===== src/rtl/buffer_read_streamer_pkg.sv =====
// Shared definitions for the buffer read streamer.
//   FSIZE               : bits per buffer word
//   BUFFER_READ_LATENCY : read latency of the buffer RAMs in cycles
//   brs_state_t         : streamer FSM state encoding
package buffer_read_streamer_pkg;

    localparam int FSIZE               = 16;
    localparam int BUFFER_READ_LATENCY = 2;

    typedef enum logic [1:0] {
        IDLE,
        ISSUE,
        DRAIN
    } brs_state_t;

endpackage


===== src/rtl/buffer_read_streamer_stream_fifo.sv =====
// First-word-fall-through FIFO with occupancy count.
//   clk, rstn  : clock, asynchronous active-low reset
//   push       : write push_data this cycle
//   pop        : consume the head entry this cycle (only when valid)
//   pop_data   : head entry, valid whenever valid=1
//   valid      : FIFO not empty
//   count      : current number of entries
module stream_fifo #(
    parameter int WIDTH = 8,
    parameter int DEPTH = 4,
    parameter int CW    = $clog2(DEPTH + 1)
) (
    input  logic             clk,
    input  logic             rstn,
    input  logic             push,
    input  logic [WIDTH-1:0] push_data,
    input  logic             pop,
    output logic [WIDTH-1:0] pop_data,
    output logic             valid,
    output logic [CW-1:0]    count
);

    localparam int PW = (DEPTH > 1) ? $clog2(DEPTH) : 1;

    logic [WIDTH-1:0] mem [DEPTH];
    logic [PW-1:0]    wr_ptr;
    logic [PW-1:0]    rd_ptr;

    function automatic logic [PW-1:0] ptr_next(input logic [PW-1:0] p);
        return (p == PW'(DEPTH - 1)) ? '0 : p + 1'b1;
    endfunction

    assign pop_data = mem[rd_ptr];
    assign valid    = (count != '0);

    // Storage is cleared on reset so the head reads as zero while empty.
    always_ff @(posedge clk or negedge rstn) begin
        if (!rstn) begin
            for (int unsigned i = 0; i < DEPTH; i++) begin
                mem[i] <= '0;
            end
            wr_ptr <= '0;
            rd_ptr <= '0;
            count  <= '0;
        end else begin
            if (push) begin
                mem[wr_ptr] <= push_data;
                wr_ptr      <= ptr_next(wr_ptr);
            end
            if (pop) begin
                rd_ptr <= ptr_next(rd_ptr);
            end
            case ({push, pop})
                2'b10:   count <= count + 1'b1;
                2'b01:   count <= count - 1'b1;
                default: count <= count;
            endcase
        end
    end

endmodule


===== src/rtl/buffer_read_streamer.sv =====
// Read-side sequencer for the on-chip buffer RAMs. Accepts (base, length)
// commands, issues consecutive row reads, tracks the RAM read latency and
// returns the rows as a valid/ready stream with a last flag.
//   clk, rstn           : clock, asynchronous active-low reset
//   cmd_valid/cmd_ready : command handshake
//   cmd_base, cmd_len   : first row and row count (0..DEPTH)
//   raddr, rdata        : RAM read address / read data
//   out_valid/out_ready : row stream handshake
//   out_data, out_last  : row data and final-row flag
//   busy                : FSM not idle
module buffer_read_streamer
    import buffer_read_streamer_pkg::*;
#(
    parameter int DEPTH        = 512,
    parameter int WIDTH        = FSIZE,
    parameter int WORDS        = 32,
    parameter int READ_LATENCY = BUFFER_READ_LATENCY,
    parameter int DEPTHAD      = $clog2(DEPTH),
    parameter int FIFO_DEPTH   = READ_LATENCY + 2
) (
    input  logic                     clk,
    input  logic                     rstn,
    input  logic                     cmd_valid,
    output logic                     cmd_ready,
    input  logic [DEPTHAD-1:0]       cmd_base,
    input  logic [DEPTHAD:0]         cmd_len,
    output logic [DEPTHAD-1:0]       raddr,
    input  logic [WIDTH*WORDS-1:0]   rdata,
    output logic                     out_valid,
    input  logic                     out_ready,
    output logic [WIDTH*WORDS-1:0]   out_data,
    output logic                     out_last,
    output logic                     busy
);

    localparam int RW = WIDTH * WORDS;
    localparam int CW = $clog2(FIFO_DEPTH + 1);
    localparam logic [DEPTHAD:0] LEN_ONE = 1;

    brs_state_t              state;
    logic [DEPTHAD:0]        remain;
    logic [CW-1:0]           inflight;
    logic [CW-1:0]           fifo_count;
    logic [READ_LATENCY-1:0] trk_v;
    logic [READ_LATENCY-1:0] trk_l;

    logic credit_ok;
    logic issue;
    logic issue_last;
    logic push;
    logic pop;

    // Reads in the RAM pipeline plus rows already buffered must leave room
    // for one more, so every issued read is guaranteed a FIFO slot.
    assign credit_ok  = ({1'b0, inflight} + {1'b0, fifo_count}) < (CW + 1)'(FIFO_DEPTH);
    assign issue      = (state == ISSUE) && credit_ok;
    assign issue_last = (remain == LEN_ONE);
    assign push       = trk_v[READ_LATENCY-1];
    assign pop        = out_valid && out_ready;

    assign cmd_ready  = (state == IDLE);
    assign busy       = (state != IDLE);

    always_ff @(posedge clk or negedge rstn) begin
        if (!rstn) begin
            state  <= IDLE;
            raddr  <= '0;
            remain <= '0;
        end else begin
            case (state)
                IDLE: begin
                    // Zero-length commands are accepted and dropped.
                    if (cmd_valid && (cmd_len != '0)) begin
                        state  <= ISSUE;
                        raddr  <= cmd_base;
                        remain <= cmd_len;
                    end
                end
                ISSUE: begin
                    if (issue) begin
                        raddr  <= (raddr == DEPTHAD'(DEPTH - 1)) ? '0 : raddr + 1'b1;
                        remain <= remain - 1'b1;
                        if (issue_last) begin
                            state <= DRAIN;
                        end
                    end
                end
                DRAIN: begin
                    if (pop && out_last) begin
                        state <= IDLE;
                    end
                end
                default: state <= IDLE;
            endcase
        end
    end

    // Latency tracker: one {valid,last} slot per RAM pipeline stage.
    always_ff @(posedge clk or negedge rstn) begin
        if (!rstn) begin
            trk_v    <= '0;
            trk_l    <= '0;
            inflight <= '0;
        end else begin
            trk_v[0] <= issue;
            trk_l[0] <= issue && issue_last;
            for (int unsigned i = 1; i < READ_LATENCY; i++) begin
                trk_v[i] <= trk_v[i-1];
                trk_l[i] <= trk_l[i-1];
            end
            if (issue && !push) begin
                inflight <= inflight + 1'b1;
            end else if (!issue && push) begin
                inflight <= inflight - 1'b1;
            end
        end
    end

    stream_fifo #(
        .WIDTH (RW + 1),
        .DEPTH (FIFO_DEPTH),
        .CW    (CW)
    ) u_fifo (
        .clk       (clk),
        .rstn      (rstn),
        .push      (push),
        .push_data ({trk_l[READ_LATENCY-1], rdata}),
        .pop       (pop),
        .pop_data  ({out_last, out_data}),
        .valid     (out_valid),
        .count     (fifo_count)
    );

endmodule


===== config.mk =====
export PLATFORM = sky130hd
export DESIGN_NAME = buffer_read_streamer
export DESIGN_NICKNAME = d
export VERILOG_FILES = /design/src/rtl/buffer_read_streamer_pkg.sv /design/src/rtl/buffer_read_streamer_stream_fifo.sv /design/src/rtl/buffer_read_streamer.sv
export SDC_FILE = /design/constraint.sdc
export NUM_CORES = 2
export LEC_CHECK = 0
export ABC_CLOCK_PERIOD_IN_PS = 2500
export CORE_MARGIN = 5
export CORE_UTILIZATION = 25
export DETAILED_ROUTE_END_ITERATION = 6
export PLACE_DENSITY = 0.44
export RECOVER_POWER = 50
export REMOVE_ABC_BUFFERS = 1
export SETUP_SLACK_MARGIN = 0.15
export SLEW_MARGIN = 10
export SYNTH_ARGS = -nofsm -noshare
export SYNTH_HDL_FRONTEND = slang
export SYNTH_SLANG_ARGS = --single-unit

===== constraint.sdc =====
create_clock -name clk -period 2.5 [get_ports clk]
set_clock_uncertainty 0.15 [all_clocks]
set_input_delay 0.25 -clock clk [delete_from_list [all_inputs] [get_ports clk]]
set_output_delay 0.25 -clock clk [all_outputs]
set_load 0.02 [all_outputs]

==> impl_metrics.env <==
export IMPL_outcome="complete, but fails checks"
export IMPL_violations="setup timing"
export IMPL_die_h_um=609.1
export IMPL_ys_async_sr_fraction_pct=100.0
export IMPL_ant_nets=0
export IMPL_reg2reg_slack_ns=-0.11
export IMPL_clockBufferDepth=4
export IMPL_drc=0
export IMPL_wl_per_cell_um=23.90
export IMPL_cp_max_fo=12
export IMPL_ir_drop_mv=0.6785
export IMPL_clk_latency_ns=0.85
export IMPL_whs_path_depth=4
export IMPL_postLayoutCoreUtil_pct=34.30
export IMPL_synth_area_um2=89740
export IMPL_grt_pass1_wl_um=426500
export IMPL_path_class="flop to primary output"
export IMPL_dieWidth_um=609.1
export IMPL_die_area_um2=371000
export IMPL_leakagePower_nw=50.73
export IMPL_synth_ff_type="dfrtp_1"
export IMPL_seq_area_frac_synth_pct=58.20
export IMPL_coreArea_um2=358400
export IMPL_antenna_found_initial=78
export IMPL_drive_above_1_share_pct=51.23
export IMPL_rr_worst_depth=9
export IMPL_h_tree_depth=5
export IMPL_synth_seq_cells=2087
export IMPL_vias_per_cell=4.491
export IMPL_ys_warn_count=0
export IMPL_syn_instance_count=5174
export IMPL_final_nets=7603
export IMPL_synth_largest_area_cell="dfrtp_1"
export IMPL_drv_cap=0
export IMPL_fin_crit_ns=3.230
export IMPL_rsz0062_at_grt="true"
export IMPL_synth_top_cells_by_count="dfrtp_1 (2,087), mux2_2 (2,058), mux4_2 (513), buf_2 (246), clkbuf_1 (89)"
export IMPL_tightest_slew_ns=1.392
export IMPL_fmax_mhz=309.6
export IMPL_ioPinCount=1060
export IMPL_std_cell_rows=220
export IMPL_synth_edff_count=0
export IMPL_gp_congestion=0.7714
export IMPL_first_pass_iters=7
export IMPL_clkTransAtPathRegs_ns=0.06
export IMPL_clockRootBuffer="clkbuf_16"
export IMPL_pwr_density_cell_nw_per_um2=1507
export IMPL_end_kind="primary output"
export IMPL_synth_area_leaders="dfrtp_1 (58%), mux2_2 (26%), mux4_2 (13%), buf_2 (1.4%), clkbuf_1 (0.37%)"
export IMPL_grt_max_degree=104
export IMPL_fin_crit_sh_pct=129.2
export IMPL_cts_sinks=2087
export IMPL_fill_cells=34710
export IMPL_critPathRequiredTime_ns=2.10
export IMPL_hold_viol_final=0
export IMPL_setup_viol=626
export IMPL_routed_wirelength_um=288100
export IMPL_vias=54140
export IMPL_hpwl_um=201300
export IMPL_drt_iter0_drc=2139
export IMPL_synth_top_cell_area_share_pct=58.20
export IMPL_setup_tns_ns=-306.23
export IMPL_slew_limit_headroom_pct=7.180
export IMPL_syn2layout_area_growth_pct=36.97
export IMPL_drv_slew=0
export IMPL_start_kind="flop"
export IMPL_cts_made_buffers=264
export IMPL_worstHoldPathType="input port to flop"
export IMPL_cts_tree="done"
export IMPL_io_buffers=1059
export IMPL_grt_pass1_vias=59830
export IMPL_syn_avg_cell_area_um2=17.34
export IMPL_worst_slack_ns=-0.7304
export IMPL_crit_arrival_ns=2.83
export IMPL_grt_overflow_total=0
export IMPL_ys_types=51
export IMPL_start_util_pct=25.04
export IMPL_yosysMostFrequentCell="dfrtp_1"
export IMPL_grt_total_usage_pct=15.15
layer usage:
layer / up-vias / part of all wire, % / track usage [%]
li1: 23320 / - / -
met1: 29140 / 41 / 18.92
met2: 1152 / 50 / 25.91
met3: 506 / 5.2 / 3.588
met4: 18 / 3.7 / 4.743
met5: - / 0.038 / 0
flip-flops by register name, summed over array words and instances (netlist names):
| register | count |
|---|---|
| u_fifo.mem | 2052 |
| remain | 10 |
| raddr | 9 |
| inflight | 3 |
| u_fifo.count | 3 |
| state | 2 |
| trk_l | 2 |
| trk_v | 2 |
| u_fifo.rd_ptr | 2 |
| u_fifo.wr_ptr | 2 |
worst max-delay path, stage by stage (launching register included):
cell and delay [ns]:
dfrtp_4 0.49, buf_16 0.19, buf_12 0.20, buf_4 0.17, mux4_2 0.52, dlygate4sd2_1 0.35
per-stage QoR:
stage | area [um^2] | total power [W] | cells | hold WS, ns | setup WS (ns)
CTS | 122700 | 0.1876 | 11980 | 0.009180 | -0.9194
global route | 122900 | 0.1954 | 12040 | 0.04690 | -0.8992
detailed placement | 108600 | 0.1497 | 10990 | 0.04700 | -0.1353
global placement | 108600 | 0.1481 | 10990 | 0.05302 | -0.2430
floorplan | 88130 | 0.09485 | 4827 | -0.1956 | -18.85
finish | 122900 | 0.1852 | 12060 | 0.08439 | -0.7304
cell families after synthesis:
family | Yosys count | synth area share, %
multiplexers | 2573 | 38.72
flip-flops | 2087 | 58.20
buffers and inverters | 363 | 1.861
AND/OR/NAND/NOR | 66 | 0.4169
AO/OA/AOI/OAI | 64 | 0.5215
adder cells (fa/ha/maj) | 15 | 0.2259
XOR/XNOR | 6 | 0.05856
power by group:
group          switching (W)  internal (W)  leakage, nW  total, W
registers            0.00847        0.0513         24.3    0.0598
logic                 0.0416        0.0451         22.0    0.0867
clock network         0.0152        0.0235         4.34    0.0387
total                 0.0653         0.120         50.7     0.185
cells in the final DEF (no fill, tap or decap), types with 56 or more instances in the layout:
cell type	n
dlygate4sd3_1	529
mux2_2	2058
dfrtp_1	2085
clkbuf_8	59
dlygate4sd2_1	153
clkbuf_1	70
buf_12	142
buf_6	56
clkbuf_2	65
mux4_2	513
buf_2	60
clkdlybuf4s50_1	545
clkbuf_16	285
buf_4	348
timing repair:
action	in CTS	in global routing
gates resized for setup	355	487
buffers inserted	2	32
gates cloned	3	9
endpoints found under the hold margin	4150	0
hold buffers	529	0
setup endpoints to repair	537	545
layout make-up:
type	count	area (um^2)	area share [%]
antenna	31	77.57	0.06311
multi-input combinational	2724	35880	29.19
clock inverter	66	888.4	0.7227
inverter	16	60.06	0.04886
tap	4773	5972	4.858
timing repair buffer	1960	19860	16.16
sequential	2087	52230	42.49
clock buffer	398	7955	6.472
final timing paths:
check | startpoint | to
min in group asynchronous | rstn | u_fifo.mem[1604]
min reg2reg | trk_l[0] | trk_l[1]
max reg2reg | inflight[2] | inflight[2]
max in group asynchronous | rstn | u_fifo.mem[1497]
min | cmd_base[0] | raddr[0]
max | u_fifo.rd_ptr[0] | out_data[313]
Note: power is estimated with default switching activity, not from simulation.
